## config.mk

```make
export PLATFORM = sky130hd
export DESIGN_NAME = hazard_control_unit
export DESIGN_NICKNAME = d
export VERILOG_FILES = /design/src/rtl/hazard_control_unit_pkg.sv /design/src/rtl/hazard_control_unit_fwd_select.sv /design/src/rtl/hazard_control_unit.sv
export SDC_FILE = /design/constraint.sdc
export NUM_CORES = 1
export LEC_CHECK = 0
export ABC_AREA = 1
export CORE_ASPECT_RATIO = 0.6
export CORE_MARGIN = 5
export CORE_UTILIZATION = 35
export DETAILED_ROUTE_END_ITERATION = 8
export GPL_TIMING_DRIVEN = 0
export PLACE_DENSITY = 0.71
export SLEW_MARGIN = 20
export SYNTH_ARGS = -nofsm -noshare
export SYNTH_HDL_FRONTEND = slang
export SYNTH_SLANG_ARGS = --single-unit
```

## constraint.sdc

```tcl
create_clock -name clk -period 2.9 [get_ports clk]
set_clock_uncertainty 0.05 [all_clocks]
set_input_delay 0.435 -clock clk [delete_from_list [all_inputs] [get_ports clk]]
set_output_delay 0.435 -clock clk [all_outputs]
set_load 0.01 [all_outputs]
```

## src/rtl/hazard_control_unit_pkg.sv

```systemverilog
// Shared encodings for the pipeline hazard control unit: forwarding selects,
// sequencer state codes, multiDiv field values and reg_write bit indices.
package hazard_control_unit_pkg;

    typedef enum logic [1:0] {
        HCU_IDLE = 2'd0,
        HCU_LOAD = 2'd1,
        HCU_MD   = 2'd2
    } hcu_state_e;

    localparam logic [1:0] FWD_REG = 2'b00;
    localparam logic [1:0] FWD_EX  = 2'b01;
    localparam logic [1:0] FWD_M   = 2'b10;
    localparam logic [1:0] FWD_WB  = 2'b11;

    localparam logic [1:0] MD_MUL = 2'b01;
    localparam logic [1:0] MD_DIV = 2'b10;

    localparam int RW_RD = 0;
    localparam int RW_R0 = 1;

    // R0 consumers also see writes flagged on the dedicated R0 write bit.
    function automatic logic stage_match(
        input logic [3:0] src_reg,
        input logic [3:0] stage_rd,
        input logic [1:0] stage_rw,
        input logic       r0_mode
    );
        logic rd_hit;
        logic r0_hit;
        rd_hit = stage_rw[RW_RD] && (stage_rd == src_reg);
        r0_hit = r0_mode && (stage_rw[RW_R0] || (stage_rw[RW_RD] && (stage_rd == 4'd0)));
        return rd_hit || r0_hit;
    endfunction

endpackage

```

## src/rtl/hazard_control_unit_fwd_select.sv

```systemverilog
// Forwarding source select for one ID operand, priority EX > M > WB > regfile.
module hazard_control_unit_fwd_select
    import hazard_control_unit_pkg::*;
#(
    parameter bit R0_MODE = 1'b0
) (
    input  logic       use_en,
    input  logic [3:0] src_reg,
    input  logic [3:0] ex_rd,
    input  logic [3:0] m_rd,
    input  logic [3:0] wb_rd,
    input  logic [1:0] ex_reg_write,
    input  logic [1:0] m_reg_write,
    input  logic [1:0] wb_reg_write,
    output logic [1:0] fwd_sel
);

    always_comb begin
        fwd_sel = FWD_REG;
        if (use_en) begin
            if (stage_match(src_reg, ex_rd, ex_reg_write, R0_MODE)) begin
                fwd_sel = FWD_EX;
            end else if (stage_match(src_reg, m_rd, m_reg_write, R0_MODE)) begin
                fwd_sel = FWD_M;
            end else if (stage_match(src_reg, wb_rd, wb_reg_write, R0_MODE)) begin
                fwd_sel = FWD_WB;
            end
        end
    end

endmodule

```

## src/rtl/hazard_control_unit.sv

```systemverilog
// ID-stage hazard control: load-use and mul/div stall sequencing, branch flush, operand forwarding.
// Optional HAZ_PERF_CNT_EN adds stall_cycles / flush_count performance counters.
module hazard_control_unit
    import hazard_control_unit_pkg::*;
#(
    parameter int MUL_CYCLES = 4,
    parameter int DIV_CYCLES = 16,
    parameter int CNT_W      = 5
) (
    input  logic       clk,
    input  logic       reset,
    input  logic [3:0] id_rs1,
    input  logic [3:0] id_rs2,
    input  logic       id_uses_rs2,
    input  logic       id_uses_r0,
    input  logic [1:0] id_md_op,
    input  logic       id_branch_taken,
    input  logic [3:0] ex_rd,
    input  logic [3:0] m_rd,
    input  logic [3:0] wb_rd,
    input  logic [1:0] ex_reg_write,
    input  logic [1:0] m_reg_write,
    input  logic [1:0] wb_reg_write,
    input  logic       ex_mem_read,
    output logic       pc_write,
    output logic       ifid_write,
    output logic       ifid_flush,
    output logic       idex_bubble,
    output logic       pc_src,
    output logic [1:0] op1_fwd,
    output logic [1:0] op2_fwd,
    output logic [1:0] r0_fwd,
    output logic       md_busy
`ifdef HAZ_PERF_CNT_EN
    ,
    output logic [15:0] stall_cycles,
    output logic [15:0] flush_count
`endif
);

    localparam logic [CNT_W-1:0] MUL_LEN = CNT_W'(MUL_CYCLES - 2);
    localparam logic [CNT_W-1:0] DIV_LEN = CNT_W'(DIV_CYCLES - 2);

    hcu_state_e       state_q, state_d;
    logic [CNT_W-1:0] cnt_q, cnt_d;

    logic             load_use;
    logic             md_start;
    logic             eval_idle;
    logic             stall;

    always_ff @(posedge clk) begin
        if (reset) begin
            state_q <= HCU_IDLE;
            cnt_q   <= '0;
        end else begin
            state_q <= state_d;
            cnt_q   <= cnt_d;
        end
    end

    always_comb begin
        state_d  = state_q;
        cnt_d    = cnt_q;
        stall    = 1'b0;
        md_busy  = 1'b0;

        load_use = ex_mem_read && ex_reg_write[RW_RD] &&
                   ((ex_rd == id_rs1) || (id_uses_rs2 && (ex_rd == id_rs2)));
        md_start = (id_md_op == MD_MUL) || (id_md_op == MD_DIV);

        // The last LOAD_STALL cycle releases and re-decodes the held instruction like IDLE.
        eval_idle = (state_q != HCU_MD) && !((state_q == HCU_LOAD) && (cnt_q != '0));

        if (eval_idle) begin
            state_d = HCU_IDLE;
            cnt_d   = '0;
            if (load_use) begin
                state_d = HCU_LOAD;
                cnt_d   = CNT_W'(1);
                stall   = 1'b1;
            end else if (md_start) begin
                state_d = HCU_MD;
                cnt_d   = (id_md_op == MD_DIV) ? DIV_LEN : MUL_LEN;
                stall   = 1'b1;
                md_busy = 1'b1;
            end
        end else begin
            stall   = (cnt_q != '0);
            md_busy = (state_q == HCU_MD) && (cnt_q != '0);
            if (cnt_q == '0) begin
                state_d = HCU_IDLE;
            end else begin
                cnt_d = cnt_q - CNT_W'(1);
            end
        end

        pc_write    = !stall;
        ifid_write  = !stall;
        idex_bubble = stall;
        pc_src      = id_branch_taken && !stall;
        ifid_flush  = pc_src;
    end

    hazard_control_unit_fwd_select #(.R0_MODE(1'b0)) u_fwd_op1 (
        .use_en      (1'b1),
        .src_reg     (id_rs1),
        .ex_rd       (ex_rd),
        .m_rd        (m_rd),
        .wb_rd       (wb_rd),
        .ex_reg_write(ex_reg_write),
        .m_reg_write (m_reg_write),
        .wb_reg_write(wb_reg_write),
        .fwd_sel     (op1_fwd)
    );

    hazard_control_unit_fwd_select #(.R0_MODE(1'b0)) u_fwd_op2 (
        .use_en      (1'b1),
        .src_reg     (id_rs2),
        .ex_rd       (ex_rd),
        .m_rd        (m_rd),
        .wb_rd       (wb_rd),
        .ex_reg_write(ex_reg_write),
        .m_reg_write (m_reg_write),
        .wb_reg_write(wb_reg_write),
        .fwd_sel     (op2_fwd)
    );

    hazard_control_unit_fwd_select #(.R0_MODE(1'b1)) u_fwd_r0 (
        .use_en      (id_uses_r0),
        .src_reg     (4'd0),
        .ex_rd       (ex_rd),
        .m_rd        (m_rd),
        .wb_rd       (wb_rd),
        .ex_reg_write(ex_reg_write),
        .m_reg_write (m_reg_write),
        .wb_reg_write(wb_reg_write),
        .fwd_sel     (r0_fwd)
    );

`ifdef HAZ_PERF_CNT_EN
    logic [15:0] stall_cycles_q, stall_cycles_d;
    logic [15:0] flush_count_q, flush_count_d;

    always_comb begin
        stall_cycles_d = stall_cycles_q + {15'd0, stall};
        flush_count_d  = flush_count_q + {15'd0, ifid_flush};
    end

    always_ff @(posedge clk) begin
        if (reset) begin
            stall_cycles_q <= '0;
            flush_count_q  <= '0;
        end else begin
            stall_cycles_q <= stall_cycles_d;
            flush_count_q  <= flush_count_d;
        end
    end

    assign stall_cycles = stall_cycles_q;
    assign flush_count  = flush_count_q;
`endif

endmodule
```

==> metrics.txt <==
Tmin final 2700 ps; Port Buf Inserts 45; number of synthesized flops with an enable pin 0; FFs w/ async S/R, synth 0; vias 1,163; drt total wl 3020 um; H-tree levels 1; hpwl dp 2560 um; sequential share of the synthesized area 0.147; top cell type's share of synthesized area 0.147; Most used DFF post-synth dfxtp_1; WL/cell between 10 and 15 um; Clk pwr share 0.265; Power Density 350 nW/um^2; Pre-antenna DRT Iters 5; Clk Latency, worst-skew pair 230 ps; Hold Path End cnt_q[4]$_SDFFE_PP0P_; crit path DAT 2220 ps; row cnt 14; Switching Power 0.000196 W; first-iteration detailed-routing DRC count 70; area leader, netlist dfxtp_1; Avg Inst Size Synth 5.69 um^2; switching part of the total power 0.367; # fillers ~250; Yosys cell types 31; leak pwr 0.857 nW; vias in the first global route 1,107; grt ovf 0; Syn Nets 203; Final Net Count around 250; total track usage 0.157; Hold WC Path Type flop to flop; Crit Path Max Fanout 8; most frequent cells after synthesis inv_1, nand2_1, nor2_1; Critical Path RT 2410 ps; Setup crit end kind output pin; Slew HR 0.836; worst-path cell chain inv_1, ha_2, inv_1, nor3_4, nand2_4, nand2_4, nand2_4, nor2_2, nand2_2, nand2_1, clkdlybuf4s50_1; clock slew at reported path FFs 40 ps; post-synthesis cell count 167; clk sinks 7; ant diodes 0; first-pass GRT wire length 4940 um; ratio of cells with drive above 1 in the final layout 0.125; Max VDD drop 0.163 mV; Final Hold Fails 0; CP dominant cell by count nand2_4; Synth Register Bits 7; Final Cycle Share 0.932; Initial Util 0.372; core area 2560 um^2; Worst Tran Pin Value 245 ps; Mapped Area about 950 um^2; Max Root-Sink Buffers 2; final setup violation count 0; GPL Wtd Cong 0.819; Comb power frac 0.520; crit-path max cell delay about 530 ps; Slew Viols, Final 0; reg2reg end state_q[1]$_SDFFE_PP0P_; Crit Path Class flop to output pin; Die H 50.4 um; Setup TNS 0 ps; max-cap viol count 0; DRC viols 0; Register-to-Register Path Depth 10; clock root buffer clkbuf_8; die footprint 3890 um^2; die width 77.3 um; IO Count 46; Routed Antenna Nets 0; largest net degree at the start of global routing 9; fmax 370 MHz; worst reg2reg startpoint cnt_q[0]$_SDFFE_PP0P_; leading cell type by number of instances after synthesis inv_1; TritonCTS Buffers 3; HP Start cnt_q[4]$_SDFFE_PP0P_; sequential power share 0.215; Yosys warnings 0; Layout Area Growth over Synthesis 60.3%; synth top area cells dfxtp_1, inv_1, nand2_1, nor2_1, nand3_1; CTS tree yes; Final Power 0.000534 W; vias per cell 4.69; antenna violations before repair 0; hold_buf cts 0; unrepaired setup endpoints after global routing false; CP max stage cell clkdlybuf4s50_1; Power Internal roughly 0.00034 W; r2r setup slk around 1300 ps; Worst setup SP type flop; hold path cells 2; outcome completed
-- per-layer routing --
layer / vias to the layer above / global-route usage / part of all wire
li1: 619 / - / -
met1: 498 / 0.222 / 0.50
met2: 41 / 0.232 / 0.41
met3: 5 / 0.0411 / 0.080
met4: 0 / 0.0514 / 0.014
met5: - / 0 / 0
-- repair_timing --
item | 4_1_cts | 5_1_grt
setup endpoints to repair | 0 | 4
setup buffers | 0 | 0
resized for setup | 0 | 16
hold endpoints to repair | 0 | 0
-- placed cells by master, fill, tap and decap left out --
master           instances
inv_2                    4
nand2_1                 32
ha_1                     1
a211oi_1                 1
clkdlybuf4s50_1         31
nand2_4                  3
dlymetal6s2s_1          13
a31o_2                   1
nor3_4                   1
xnor2_1                  4
a21oi_2                  3
dfxtp_1                  7
clkbuf_8                 3
xor2_1                   4
o22ai_1                  4
o21ai_1                  4
a21oi_1                  8
or2_1                    1
nor3_1                   3
o21bai_1                 1
nand2_2                  4
nand3_1                  9
nand2b_1                 1
clkbuf_1                 1
o21ai_0                  5
o2111ai_1                1
nor4_1                   1
nand3_2                  1
nand4_1                  1
nor2_2                   3
inv_1                   34
a31oi_1                  1
clkinv_1                 1
buf_4                    3
nor2_1                  20
ha_2                     1
-- registers in the layout (all words and copies together) (netlist names) --
name	flops
cnt_q	5
state_q	2
-- power by group through the flow --
stage                     clock, W  sequential (W)  combinational [W]
after floorplan                  0        0.000115           0.000151
after global placement           0        0.000116           0.000270
after detailed placement         0        0.000116           0.000276
after CTS                 0.000142        0.000115           0.000278
after global routing      0.000154        0.000116           0.000310
final                     0.000142        0.000115           0.000278
-- logic make-up (layout without fill, tap and decap cells) --
group | after synthesis | after routing | synth area share
buffers and inverters | 41 | 90 | 0.170
xor gates and xnor gates | 8 | 8 | 0.0737
adders and majority gates | 2 | 2 | 0.0263
DFF | 7 | 7 | 0.147
and+or+nand+nor | 80 | 80 | 0.399
AOI/OAI and AO/OA | 29 | 29 | 0.184
-- through the flow --
step           setup WS, ps  hold WS (ps)  area [um^2]   util  instances
6_report                197           418         1520  0.596        248
5_1_grt                40.0           435         1520  0.596        248
4_1_cts                27.2           392         1490  0.581        248
3_5_place_dp           29.3           384         1440  0.564        244
3_3_place_gp           42.1           379         1440  0.564        244
2_1_floorplan           929           373          951      -        167
-- worst max-delay path by stage --
stage                                startpoint          to  slack, ps  depth (start not counted)
after floorplan           cnt_q[0]$_SDFFE_PP0P_      pc_src        930                         11
after global placement                id_rs2[2]    pc_write         40                         12
after detailed placement              id_rs2[1]    pc_write         30                         12
after CTS                             id_rs2[1]    pc_write         30                         12
after global routing      cnt_q[0]$_SDFFE_PP0P_  ifid_write         40                         11
final                     cnt_q[0]$_SDFFE_PP0P_     md_busy        200                         11
-- area by class of cell --
type,instances,area (um^2),share of cell area
repair buffers,45,480,0.315
plain buffers,2,15.0,0.00985
well taps,32,40.0,0.0263
flip-flops and latches,7,140,0.0920
clock buffers,4,45.0,0.0296
inverters,39,146,0.0961
multi-input cells,119,657,0.431
-- critical path, delay by kind of cell (launching register included) --
kind,cells,cell delay [ps]
AND/OR/NAND/NOR,7,770
buffers and inverters,3,710
flip-flops,1,310
adder cells (fa/ha/maj),1,200
Power figures use the tool's default switching activity.
